[src/rtl/pipe_ctrl.sv]
// Pipeline hazard/redirect controller: per-lane stall vectors, exception/ertn flush
// sequencing with a redirect PC, IDLE handling and a sticky stall watchdog.
module pipe_ctrl #(
  parameter int          ISSUE_WIDTH  = 2,
  parameter int          STAGES       = 7,
  parameter int          ID_STAGE     = 2,
  parameter int          EX_STAGE     = 4,
  parameter int          EXC_W        = 2,
  parameter logic [31:0] EXC_ENTRY    = 32'h0000000C,
  parameter int          FLUSH_CYCLES = 1,
  parameter int          LOCKSTEP     = 1,
  parameter int          STALL_LIMIT  = 1023
) (
  input  logic                          clk,
  input  logic                          rst_n,
  input  logic [ISSUE_WIDTH-1:0]        stallreq_id_i,
  input  logic [ISSUE_WIDTH-1:0]        stallreq_ex_i,
  input  logic [ISSUE_WIDTH*EXC_W-1:0]  excepttype_i,
  input  logic                          ertn_i,
  input  logic [31:0]                   era_i,
  input  logic                          idle_req_i,
  input  logic                          int_pending_i,
  output logic [ISSUE_WIDTH*STAGES-1:0] stall_o,
  output logic                          flush_o,
  output logic [31:0]                   new_pc_o,
  output logic                          idle_o,
  output logic                          stall_timeout_o
);

  localparam int SW = ISSUE_WIDTH * STAGES;
  localparam logic [STAGES-1:0] EX_MASK = {STAGES{1'b1}} >> (STAGES - 1 - EX_STAGE);
  localparam logic [STAGES-1:0] ID_MASK = {STAGES{1'b1}} >> (STAGES - 1 - ID_STAGE);

  typedef enum logic [1:0] {RUN, FLUSH, IDLE} state_t;

  state_t      state_reg, state_next;
  logic [3:0]  fcnt_reg, fcnt_next;
  logic [31:0] new_pc_reg, new_pc_next;
  logic [15:0] wd_reg, wd_next;
  logic        timeout_reg, timeout_next;

  logic [ISSUE_WIDTH-1:0] lane_exc;
  logic [STAGES-1:0]      lane_stall [ISSUE_WIDTH];
  logic [STAGES-1:0]      stall_or;
  logic [SW-1:0]          run_stall;
  logic                   exc_any;
  logic                   run_stalled;

  genvar gi;
  generate
    for (gi = 0; gi < ISSUE_WIDTH; gi++) begin : g_lane
      assign lane_exc[gi]   = |excepttype_i[gi*EXC_W +: EXC_W];
      assign lane_stall[gi] = stallreq_ex_i[gi] ? EX_MASK :
                              stallreq_id_i[gi] ? ID_MASK : '0;
      // Lockstep lanes all freeze together on the union of every lane's request.
      assign run_stall[gi*STAGES +: STAGES] = (LOCKSTEP != 0) ? stall_or : lane_stall[gi];
    end
  endgenerate

  always_comb begin
    stall_or = '0;
    for (int k = 0; k < ISSUE_WIDTH; k++) stall_or = stall_or | lane_stall[k];
  end

  // Every lane redirects to the same handler, so only "any lane faulted" matters here.
  assign exc_any = |lane_exc;

  always_comb begin
    state_next  = state_reg;
    fcnt_next   = fcnt_reg;
    new_pc_next = new_pc_reg;
    stall_o     = '0;
    case (state_reg)
      RUN: begin
        if (exc_any) begin
          state_next  = FLUSH;
          fcnt_next   = 4'(FLUSH_CYCLES - 1);
          new_pc_next = EXC_ENTRY;
        end else if (ertn_i) begin
          state_next  = FLUSH;
          fcnt_next   = 4'(FLUSH_CYCLES - 1);
          new_pc_next = era_i;
        end else begin
          stall_o = run_stall;
          if (idle_req_i) state_next = IDLE;
        end
      end
      FLUSH: begin
        if (fcnt_reg == 4'd0) state_next = RUN;
        else                  fcnt_next  = fcnt_reg - 4'd1;
      end
      IDLE: begin
        stall_o = '1;
        if (int_pending_i) state_next = RUN;
      end
      default: state_next = RUN;
    endcase
  end

  assign run_stalled  = (state_reg == RUN) && (|stall_o);
  assign wd_next      = !run_stalled ? 16'd0 :
                        (wd_reg == 16'hFFFF) ? wd_reg : wd_reg + 16'd1;
  assign timeout_next = timeout_reg | (run_stalled && (wd_next == 16'(STALL_LIMIT)));

  always_ff @(posedge clk or negedge rst_n) begin
    if (!rst_n) begin
      state_reg   <= RUN;
      fcnt_reg    <= 4'd0;
      new_pc_reg  <= 32'd0;
      wd_reg      <= 16'd0;
      timeout_reg <= 1'b0;
    end else begin
      state_reg   <= state_next;
      fcnt_reg    <= fcnt_next;
      new_pc_reg  <= new_pc_next;
      wd_reg      <= wd_next;
      timeout_reg <= timeout_next;
    end
  end

  assign flush_o         = (state_reg == FLUSH);
  assign new_pc_o        = flush_o ? new_pc_reg : 32'd0;
  assign idle_o          = (state_reg == IDLE);
  assign stall_timeout_o = timeout_reg;

endmodule

[config.mk]
export PLATFORM = sky130hd
export DESIGN_NAME = pipe_ctrl
export DESIGN_NICKNAME = d
export VERILOG_FILES = /design/src/rtl/pipe_ctrl.sv
export SDC_FILE = /design/constraint.sdc
export NUM_CORES = 1
export LEC_CHECK = 0
export BUFFER_PORTS_ARGS = -buffer_cell sky130_fd_sc_hd__buf_2
export CORE_MARGIN = 3
export CORE_UTILIZATION = 55
export CTS_CLUSTER_DIAMETER = 50
export DETAILED_ROUTE_END_ITERATION = 7
export GPL_TIMING_DRIVEN = 1
export PLACE_DENSITY = 0.85
export SLEW_MARGIN = 10
export SYNTH_ARGS = -nofsm -noshare
export SYNTH_HDL_FRONTEND = slang
export SYNTH_SLANG_ARGS = --single-unit
[constraint.sdc]
create_clock -name clk -period 3.3 [get_ports clk]
set_input_delay 0.165 -clock clk [delete_from_list [all_inputs] [get_ports clk]]
set_output_delay 0.165 -clock clk [all_outputs]
set_load 0.1 [all_outputs]
---- After elaboration in Yosys (flattened, before gate mapping) ----
Index checks and enable logic that the tools add are counted.
word-level totals
  flip-flop bits (word level) ............. 55
  bits in latches ......................... 0
  bits in writable memories ............... 0
  bits in read-only memories .............. 0
  input bits .............................. 45
  output and inout port bits .............. 49
  logic and storage cells ................. 51
  memories ................................ 0
cells by class
  add/sub/neg operators ................... 2
  $mul .................................... 0
  div/mod/pow operators ................... 0
  magnitude comparators ................... 0
  equal/unequal tests ..................... 9
  shift-type cells ........................ 0
  multiplexer cells ....................... 22
  bitwise logic cells ..................... 2
  reductions and logical operators ........ 11
operators with widths
  kind                     count
  $mux W32                 3
  $mux W16                 2
  $pmux W14 S2             1
  $mux W12                 2
  $add A16 B1 Y16 const B  1
  $eq A16 B10 Y1 const B   1
  $eq A16 B16 Y1 const B   1
  $reduce_or A14 Y1        1
  $mux W4                  3
  $mux W2                  5
  $mux W5                  2
  $pmux W4 S2              1
  $mux W3                  2
  $pmux W2 S3              1
  $reduce_and A3 Y1        2
  $or A5 B5 Y5             1
  $logic_not A4 Y1         1
  $ne A2 B2 Y1 const B     2
  $ne A4 B4 Y1 const B     1
  $reduce_bool A2 Y1       2
  $reduce_or A4 Y1         1
  $sub A4 B1 Y4 const B    1
  $ne A3 B3 Y1 const B     1
  $eq A2 B1 Y1 const B     1
  6 further kinds          7

---- Logic depth before layout (Yosys ltp) ----
Gate-level depths: netlist (run 1).
  depth after elaboration ................. 12
  mapped depth ............................ 8
  gate-level depth less buffers ........... 7

---- Worst setup path before layout (run 1) ----
No wires, ideal clock.
  path type ............................... reg-to-output
  from .................................... register state_reg[1]
  to ...................................... output port stall_o[1]
  data arrival time ....................... 3385 ps
  required time ........................... 3135 ps
  path slack .............................. -250 ps
  cell stages (with the launch flop) ...... 4
  path buffers ............................ 1
  cell sequence ........................... dfrtp_1 -> inv_1 -> o21ai_0 -> buf_4
between the ends
  word-level cells in the longest chain between the ends .. 2
  elaborated cells between the ends (all ways) .. 3
  those cells by class .................... eq/ne (1); mux (1); reduce/logical (1)
RTL lines
  what                                                     RTL line  source
  start: declaration                                       36        state_t state_reg, state_next;
  start signal: assignment                                 113       state_reg <= state_next;
  $eq A2 B2 Y1 / $logic_not A2 Y1 (equally long branches)  73        case (state_reg)
  $pmux W14 S2 (*)                                         73
  end: declaration                                         23        output logic [ISSUE_WIDTH*STAGES-1:0] stall_o,
Mark *: on every way between the ends. The rest lies on a longest branch, timed or not.

---- Final worst setup path (run 1) ----
  from .................................... register state_reg[0]
  to ...................................... output port stall_o[8]
Same word-level chain as after synthesis.

==> results.py, run 1 <==
metrics = {
    "hold_path": {
        "whs_path_depth": 3,
        "min-delay-start": "era_i[6]",
        "hold_class": "primary input to register",
    },
    "logic_synthesis": {
        "ys.flop_type": "dfrtp_1",
        "postSynthCellCount": 333,
        "yosysSeqAreaShare_pct": 46.4,
        "yosys_warnings": 0,
        "syn_area_mm2": 0.00297,
        "synth_edf_count": 0,
        "async_flop_share_pct": 100,
        "ys_seq_elements": 55,
        "yosysUniqueCellTypes": 44,
        "synth_nets": 380,
        "syn_area_per_cell_um2": 8.91,
    },
    "clock_network": {
        "cts_buffers": 5,
        "cts_num_sinks": 55,
        "ctsHtreeMaxLevel": 2,
        "cts_setup_buffers": 0,
        "clkTransAtPathRegs_ns": 0.09,
        "ctsLongestPathBuffers": 2,
        "clock-root-buffer": "clkbuf_8",
        "clkLatencyLatePin_ns": 0.30,
        "cts_tree": "done",
    },
    "run_status": {
        "status": "finished clean",
    },
    "worst_setup_path": {
        "cp-startpoint": "state_reg[0]$_DFFE_PN0P_",
        "path_max_fanout": 9,
        "rr_worst_depth": 7,
        "worstSetupPathType": "register to output pin",
        "r2r-start": "wd_reg[0]$_DFF_PN0_",
        "reg2reg_to": "stall_timeout_o$_DFF_PN0_",
        "end_kind": "output pin",
        "cp-endpoint": "stall_o[8]",
        "worst_setup_path_start_kind": "register",
        "arrival_ns": 2.46,
        "r2r_setup_slack_ns": 1.06,
        "required_ns": 3.13,
    },
    "run": {
        "drv_cap": 0,
    },
    "die": {
        "core_mm2": 0.00517,
        "die_y_um": 79.4,
        "ioPinCount": 94,
        "die_x_um": 79.4,
        "rows": 26,
        "die_area_mm2": 0.00631,
        "initial_core_util_pct": 57.4,
    },
    "global_routing": {
        "track_usage_pct": 21.4,
        "grt_start_max_net_pins": 70,
        "antenna_found_initial": 0,
        "grt_pass1_vias": 2559,
        "grt_pass1_wl_um": 11000,
        "grt_remaining_overflow": 0,
    },
    "finish": {
        "stdcell_count": 479,
        "final_area_mm2": 0.00361,
        "antenna_cells": 0,
        "drive_above_1_share_pct": 28.9,
        "utilization_pct": 69.8,
        "area_growth_pct": 21.6,
        "nNetsFinal": 456,
        "largest_reg_flops": 32,
    },
    "drt": {
        "wire_per_inst_um": 13.4,
        "drtIter0Drc": 136,
        "vias": 2514,
        "first_pass_iters": 4,
        "vias_per_cell": 5.25,
        "drt-total-wl_um": 6440,
        "antenna_left": 0,
        "drc_errors": 0,
    },
    "sta": {
        "finalCritPeriodShare_pct": 79.6,
        "maxSlewViolCount": 0,
        "rsz0062_at_grt": "no",
        "period_minus_slack_ns": 2.63,
        "max_freq_ghz": 0.381,
        "fin_worst_skew_ns": 0.00513,
        "worst_slack_ns": 0.674,
        "fin_setup_tns_ns": 0,
        "worst_pin_slew_ns": 1.15,
        "relSlewSlack_pct": 22.8,
        "hold_viol": 0,
        "setup_viol": 0,
    },
    "power_and_ir_drop": {
        "power.leakage_nw": 1.75,
        "power_density_mw_per_mm2": 575,
        "max-vdd-ir-drop_v": 0.000536,
    },
    "placement": {
        "place_worst_setup_slack_ns": 0.987,
        "dpl.cell_count": 471,
        "place_hpwl_um": 4790,
        "gp_congestion": 0.856,
        "port_buffers": 93,
        "placed_cell_area_mm2": 0.00349,
    },
}
## cells by family after synthesis
logic type / count (synthesis) / synth area share, %
AOI/OAI and AO/OA: 54 / 10.4
xor gates and xnor gates: 10 / 2.95
adders and majority gates: 2 / 0.843
buffers and inverters: 33 / 5.95
DFF: 55 / 46.4
muxes: 6 / 2.02
and+or+nand+nor: 173 / 31.5
## what timing repair did
| item | in CTS | in global routing |
|---|---|---|
| gates resized for setup | 0 | 0 |
| hold buffers | 1 | 0 |
| hold endpoints to repair | 34 | 0 |
## layout by cell type, fill, tap and decap left out, drive strengths merged, types with 2 or more instances in the layout
master,count
buf,98
dfrtp,55
xnor2,3
nand3,10
nor3b,2
and4,2
or4,2
a21oi,2
o21ai,41
nor2b,3
nand4,7
nor3,3
and2,34
and3,4
nor2,24
clkbuf,5
nand2b,2
xor2,7
ha,2
nor4,7
inv,3
mux2i,6
a31oi,2
nand2,71
## critical path, stage by stage, from the launching register on
cell and delay (ns):
dfrtp_1 0.44, nor2_1 0.28, nand4b_2 0.29, buf_4 0.26
o21ai_1 0.61, buf_12 0.27
## area by class of cell
class / instances / area, um2
Clock buffer: 5 / 68.8
Clock inverter: 2 / 37.5
Fill cell: 408 / 1560
Inverter: 3 / 11.3
Multi-Input combinational cell: 245 / 1420
Sequential cell: 55 / 1380
Tap cell: 70 / 87.6
Timing Repair Buffer: 99 / 603
## Yosys cell counts (2+ instances only)
master	instances	area share (%)
nand2_1	71	9.0
nor2b_1	3	0.63
xor2_1	7	2.1
nor4_1	5	1.1
nor4_4	2	1.4
o21ai_1	3	0.51
mux2i_1	6	2.0
nor3b_2	2	0.84
nand2b_1	2	0.42
nor3_1	2	0.34
and2_1	34	7.2
o21ai_0	37	6.2
buf_4	12	3.0
nand4_4	2	1.4
xnor2_1	3	0.89
or4_1	2	0.51
clkbuf_1	12	1.5
nand3_1	9	1.5
ha_1	2	0.84
a21oi_1	2	0.34
clkbuf_2	2	0.34
nand4_1	4	0.84
and3_1	4	0.84
and4_1	2	0.59
dfrtp_1	55	46
inv_1	3	0.38
a31oi_1	2	0.42
nor2_1	24	3.0
buf_2	4	0.67
## through the flow
stage | power [W] | hold WS [ns]
after CTS | 0.00209 | 0.0829
after global placement | 0.00164 | 0.280
final | 0.00207 | 0.0912
after detailed placement | 0.00166 | 0.281
after floorplan | 0.00148 | -0.131
after global routing | 0.00218 | 0.0864
## power by group
group          leakage, nW  total (W)  switching [W]  internal [W]
clock               0.0502   0.000435       0.000213      0.000222
combinational        0.947   0.000843       0.000669      0.000174
sequential           0.751   0.000796      0.0000473      0.000749
## worst min path at each step
stage | slack (ns) | to
6_report | 0.09 | new_pc_reg[6]$_DFFE_PN0P_
5_1_grt | 0.09 | new_pc_reg[1]$_DFFE_PN0P_
4_1_cts | 0.08 | new_pc_reg[16]$_DFFE_PN0P_
3_5_place_dp | 0.28 | wd_reg[10]$_DFF_PN0_
3_3_place_gp | 0.28 | wd_reg[10]$_DFF_PN0_
2_1_floorplan | -0.13 | fcnt_reg[0]$_DFFE_PN0P_
## routing by layer
metal  vias up  GRT usage, %  part of all wire (%)
met2        83          37.8                    50
met4         0          4.98                  0.59
li1       1258             -                     -
met1      1167          26.0                    42
met3         6          5.76                   7.3
met5         -             0                     0
Note: power is estimated with default switching activity, not from simulation.
==> run 2: changes to the inputs <==
--- a/config.mk
+++ b/config.mk
@@ -5,13 +5,14 @@
 export SDC_FILE = /design/constraint.sdc
 export NUM_CORES = 1
 export LEC_CHECK = 0
+export ABC_AREA = 1
 export BUFFER_PORTS_ARGS = -buffer_cell sky130_fd_sc_hd__buf_2
 export CORE_MARGIN = 3
-export CORE_UTILIZATION = 55
+export CORE_UTILIZATION = 47
 export CTS_CLUSTER_DIAMETER = 50
 export DETAILED_ROUTE_END_ITERATION = 7
 export GPL_TIMING_DRIVEN = 1
-export PLACE_DENSITY = 0.85
+export PLACE_DENSITY = 0.77
 export SLEW_MARGIN = 10
 export SYNTH_ARGS = -nofsm -noshare
 export SYNTH_HDL_FRONTEND = slang
==> constraint.sdc (replaced) <==
create_clock -name clk -period 2.3 [get_ports clk]
set_input_delay 0.115 -clock clk [delete_from_list [all_inputs] [get_ports clk]]
set_output_delay 0.115 -clock clk [all_outputs]
set_load 0.1 [all_outputs]
==> results.py, run 2 <==
metrics = {
    "run_status": {
        "status": "finished clean",
    },
    "clock_network": {
        "clkLatencyLatePin_ns": 0.31,
        "cts_resized": 0,
        "cts_num_sinks": 55,
        "cts_tree": "done",
        "ctsLongestPathBuffers": 2,
        "clkTransAtPathRegs_ns": 0.10,
        "clock-root-buffer": "clkbuf_8",
        "ctsHtreeMaxLevel": 2,
        "cts_buffers": 5,
    },
    "finish": {
        "largest_reg_flops": 32,
        "nNetsFinal": 561,
        "final_cell_mix": "buf_2, inv_1, nand2_1",
        "final_common_cell": "buf_2",
        "antenna_cells": 0,
        "drive_above_1_share_pct": 24.3,
        "area_growth_pct": 20.9,
    },
    "sta": {
        "fin_worst_skew_ns": 0.00490,
        "maxSlewViolCount": 0,
        "max_freq_ghz": 0.505,
        "worst_slack_ns": 0.318,
        "rsz0062_at_grt": "no",
        "worst_pin_slew_ns": 0.719,
        "period_minus_slack_ns": 1.98,
        "fin_setup_tns_ns": 0,
        "hold_viol": 0,
        "finalCritPeriodShare_pct": 86.2,
        "setup_viol": 0,
        "relSlewSlack_pct": 52.1,
    },
    "logic_synthesis": {
        "ys.flop_type": "dfrtp_1",
        "yosys-top-cells-area": "dfrtp_1, inv_1, nand3_1",
        "yosys_warnings": 0,
        "synth_nets": 482,
        "ys_seq_elements": 55,
        "syn_area_per_cell_um2": 7.16,
        "yosysSeqAreaShare_pct": 44.2,
        "postSynthCellCount": 435,
        "yosysUniqueCellTypes": 30,
        "syn_area_mm2": 0.00311,
        "async_flop_share_pct": 100,
        "synth_top_area_share_pct": 44.2,
        "synth_edf_count": 0,
        "ys_top_cells_by_count": "inv_1, nand2_1, nor2_1",
        "synth.most_common_cell": "inv_1",
        "synth_area_leader_cell": "dfrtp_1",
    },
    "die": {
        "rows": 29,
        "die_area_mm2": 0.00764,
        "ioPinCount": 94,
        "die_y_um": 87.4,
        "die_x_um": 87.4,
        "core_mm2": 0.00639,
        "initial_core_util_pct": 48.8,
    },
    "global_routing": {
        "grt_pass1_vias": 2769,
        "track_usage_pct": 19.6,
        "grt_pass1_wl_um": 12200,
        "grt_remaining_overflow": 0,
        "antenna_found_initial": 0,
        "grt_start_max_net_pins": 67,
    },
    "drt": {
        "drc_errors": 0,
        "wire_per_inst_um": 11.9,
        "drt-total-wl_um": 7020,
        "vias_per_cell": 4.95,
        "drtIter0Drc": 95,
        "vias": 2933,
        "first_pass_iters": 4,
        "antenna_left": 0,
    },
    "run": {
        "drv_cap": 0,
    },
    "power_and_ir_drop": {
        "power_density_mw_per_mm2": 789,
        "p_sw_w": 0.00143,
        "pwr-share-seq_pct": 37.6,
        "switching_share_pct": 48.0,
        "clkPwrFrac_pct": 19.2,
        "comb_power_share_pct": 43.2,
        "max-vdd-ir-drop_v": 0.000706,
        "power.leakage_nw": 2.00,
        "p_int_w": 0.00155,
    },
    "placement": {
        "port_buffers": 93,
        "gp_congestion": 1.00,
        "place_worst_setup_slack_ns": 0.407,
        "place_hpwl_um": 5260,
    },
    "worst_setup_path": {
        "worst_setup_path_start_kind": "register",
        "required_ns": 2.18,
        "worstSetupPathType": "register to output pin",
        "cp-startpoint": "state_reg[0]$_DFFE_PN0P_",
        "r2r-start": "wd_reg[0]$_DFF_PN0_",
        "end_kind": "output pin",
        "path_max_fanout": 6,
        "arrival_ns": 1.87,
    },
    "hold_path": {
        "hold_class": "primary input to register",
        "min-delay-start": "era_i[14]",
    },
}
## run 2: changes by cell type after synthesis, moves of 5 or more
cell	change
nor4_1	-5
nand3_1	+47
and2_1	-33
inv_1	+72
mux2i_1	-6
nor2_1	+38
inv_2	+5
## run 2: critical path: stages (launching register included)
cell and delay, ns:
dfrtp_1 0.43, nor2_1 0.17, nand4_1 0.21, nor2_2 0.16
inv_1 0.10, nand2_2 0.27, buf_12 0.22
## run 2: final cells by class
class	count	area, um2
Fill cell	586	2620
Sequential cell	55	1380
Multi-Input combinational cell	272	1280
Timing Repair Buffer	100	611
Inverter	80	300
Tap cell	77	96.3
Clock buffer	5	68.8
Clock inverter	3	27.5
## run 2: power by group through the flow
stage	clock network (W)	logic (W)	registers (W)
2_1_floorplan	0	0.00105	0.00113
3_3_place_gp	0	0.00126	0.00113
3_5_place_dp	0	0.00129	0.00114
4_1_cts	0.000589	0.00129	0.00112
5_1_grt	0.000628	0.00139	0.00113
6_report	0.000570	0.00128	0.00112
## run 2: what timing repair did
| item | 4_1_cts | 5_1_grt |
|---|---|---|
| hold buffers | 1 | 0 |
| endpoints found under the hold margin | 31 | 0 |
| buffers inserted | 0 | 0 |
## run 2: metrics by stage
| stage | instance area [um2] | hold slack [ns] | cells | utilization (%) | power [W] |
|---|---|---|---|---|---|
| 2_1_floorplan | 3130 | -0.181 | 435 | - | 0.00218 |
| 3_3_place_gp | 3660 | 0.206 | 583 | 57.3 | 0.00239 |
| 3_5_place_dp | 3660 | 0.219 | 583 | 57.3 | 0.00243 |
| 4_1_cts | 3760 | 0.0221 | 592 | 59.0 | 0.00300 |
| 5_1_grt | 3760 | 0.0241 | 592 | 59.0 | 0.00315 |
| 6_report | 3760 | 0.0319 | 592 | 59.0 | 0.00297 |
## run 2: kinds of logic (layout without fill, tap and decap cells)
logic type | after synthesis | in the layout | share of synthesized area (%)
compound gates | 53 | 53 | 8.92
xor+xnor | 4 | 4 | 1.12
fa+ha+maj | 2 | 2 | 0.803
buf+inv | 108 | 188 | 15.0
flops | 55 | 55 | 44.2
simple gates | 213 | 213 | 30.0
## run 2: path summary, 6_finish.rpt
| kind | endpoint | slack [ns] | depth (start not counted) |
|---|---|---|---|
| max in group asynchronous | state_reg[1]$_DFFE_PN0P_ | 1.22 | 3 |
| hold reg to reg | stall_timeout_o$_DFF_PN0_ | 0.47 | 2 |
| hold / removal | new_pc_reg[14]$_DFFE_PN0P_ | 0.03 | 3 |
| min in group asynchronous | wd_reg[11]$_DFF_PN0_ | 0.39 | 2 |
| setup / recovery | stall_o[8] | 0.32 | 6 |
| setup reg to reg | wd_reg[10]$_DFF_PN0_ | 0.35 | 9 |
## run 2: routing by layer
layer | vias to the layer above | track usage (%) | wire length, um
li1 | 1500 | - | -
met1 | 1333 | 26.5 | 3250
met2 | 89 | 32.1 | 3250
met3 | 11 | 3.50 | 410
met4 | 0 | 6.14 | 106
met5 | - | 0 | 0
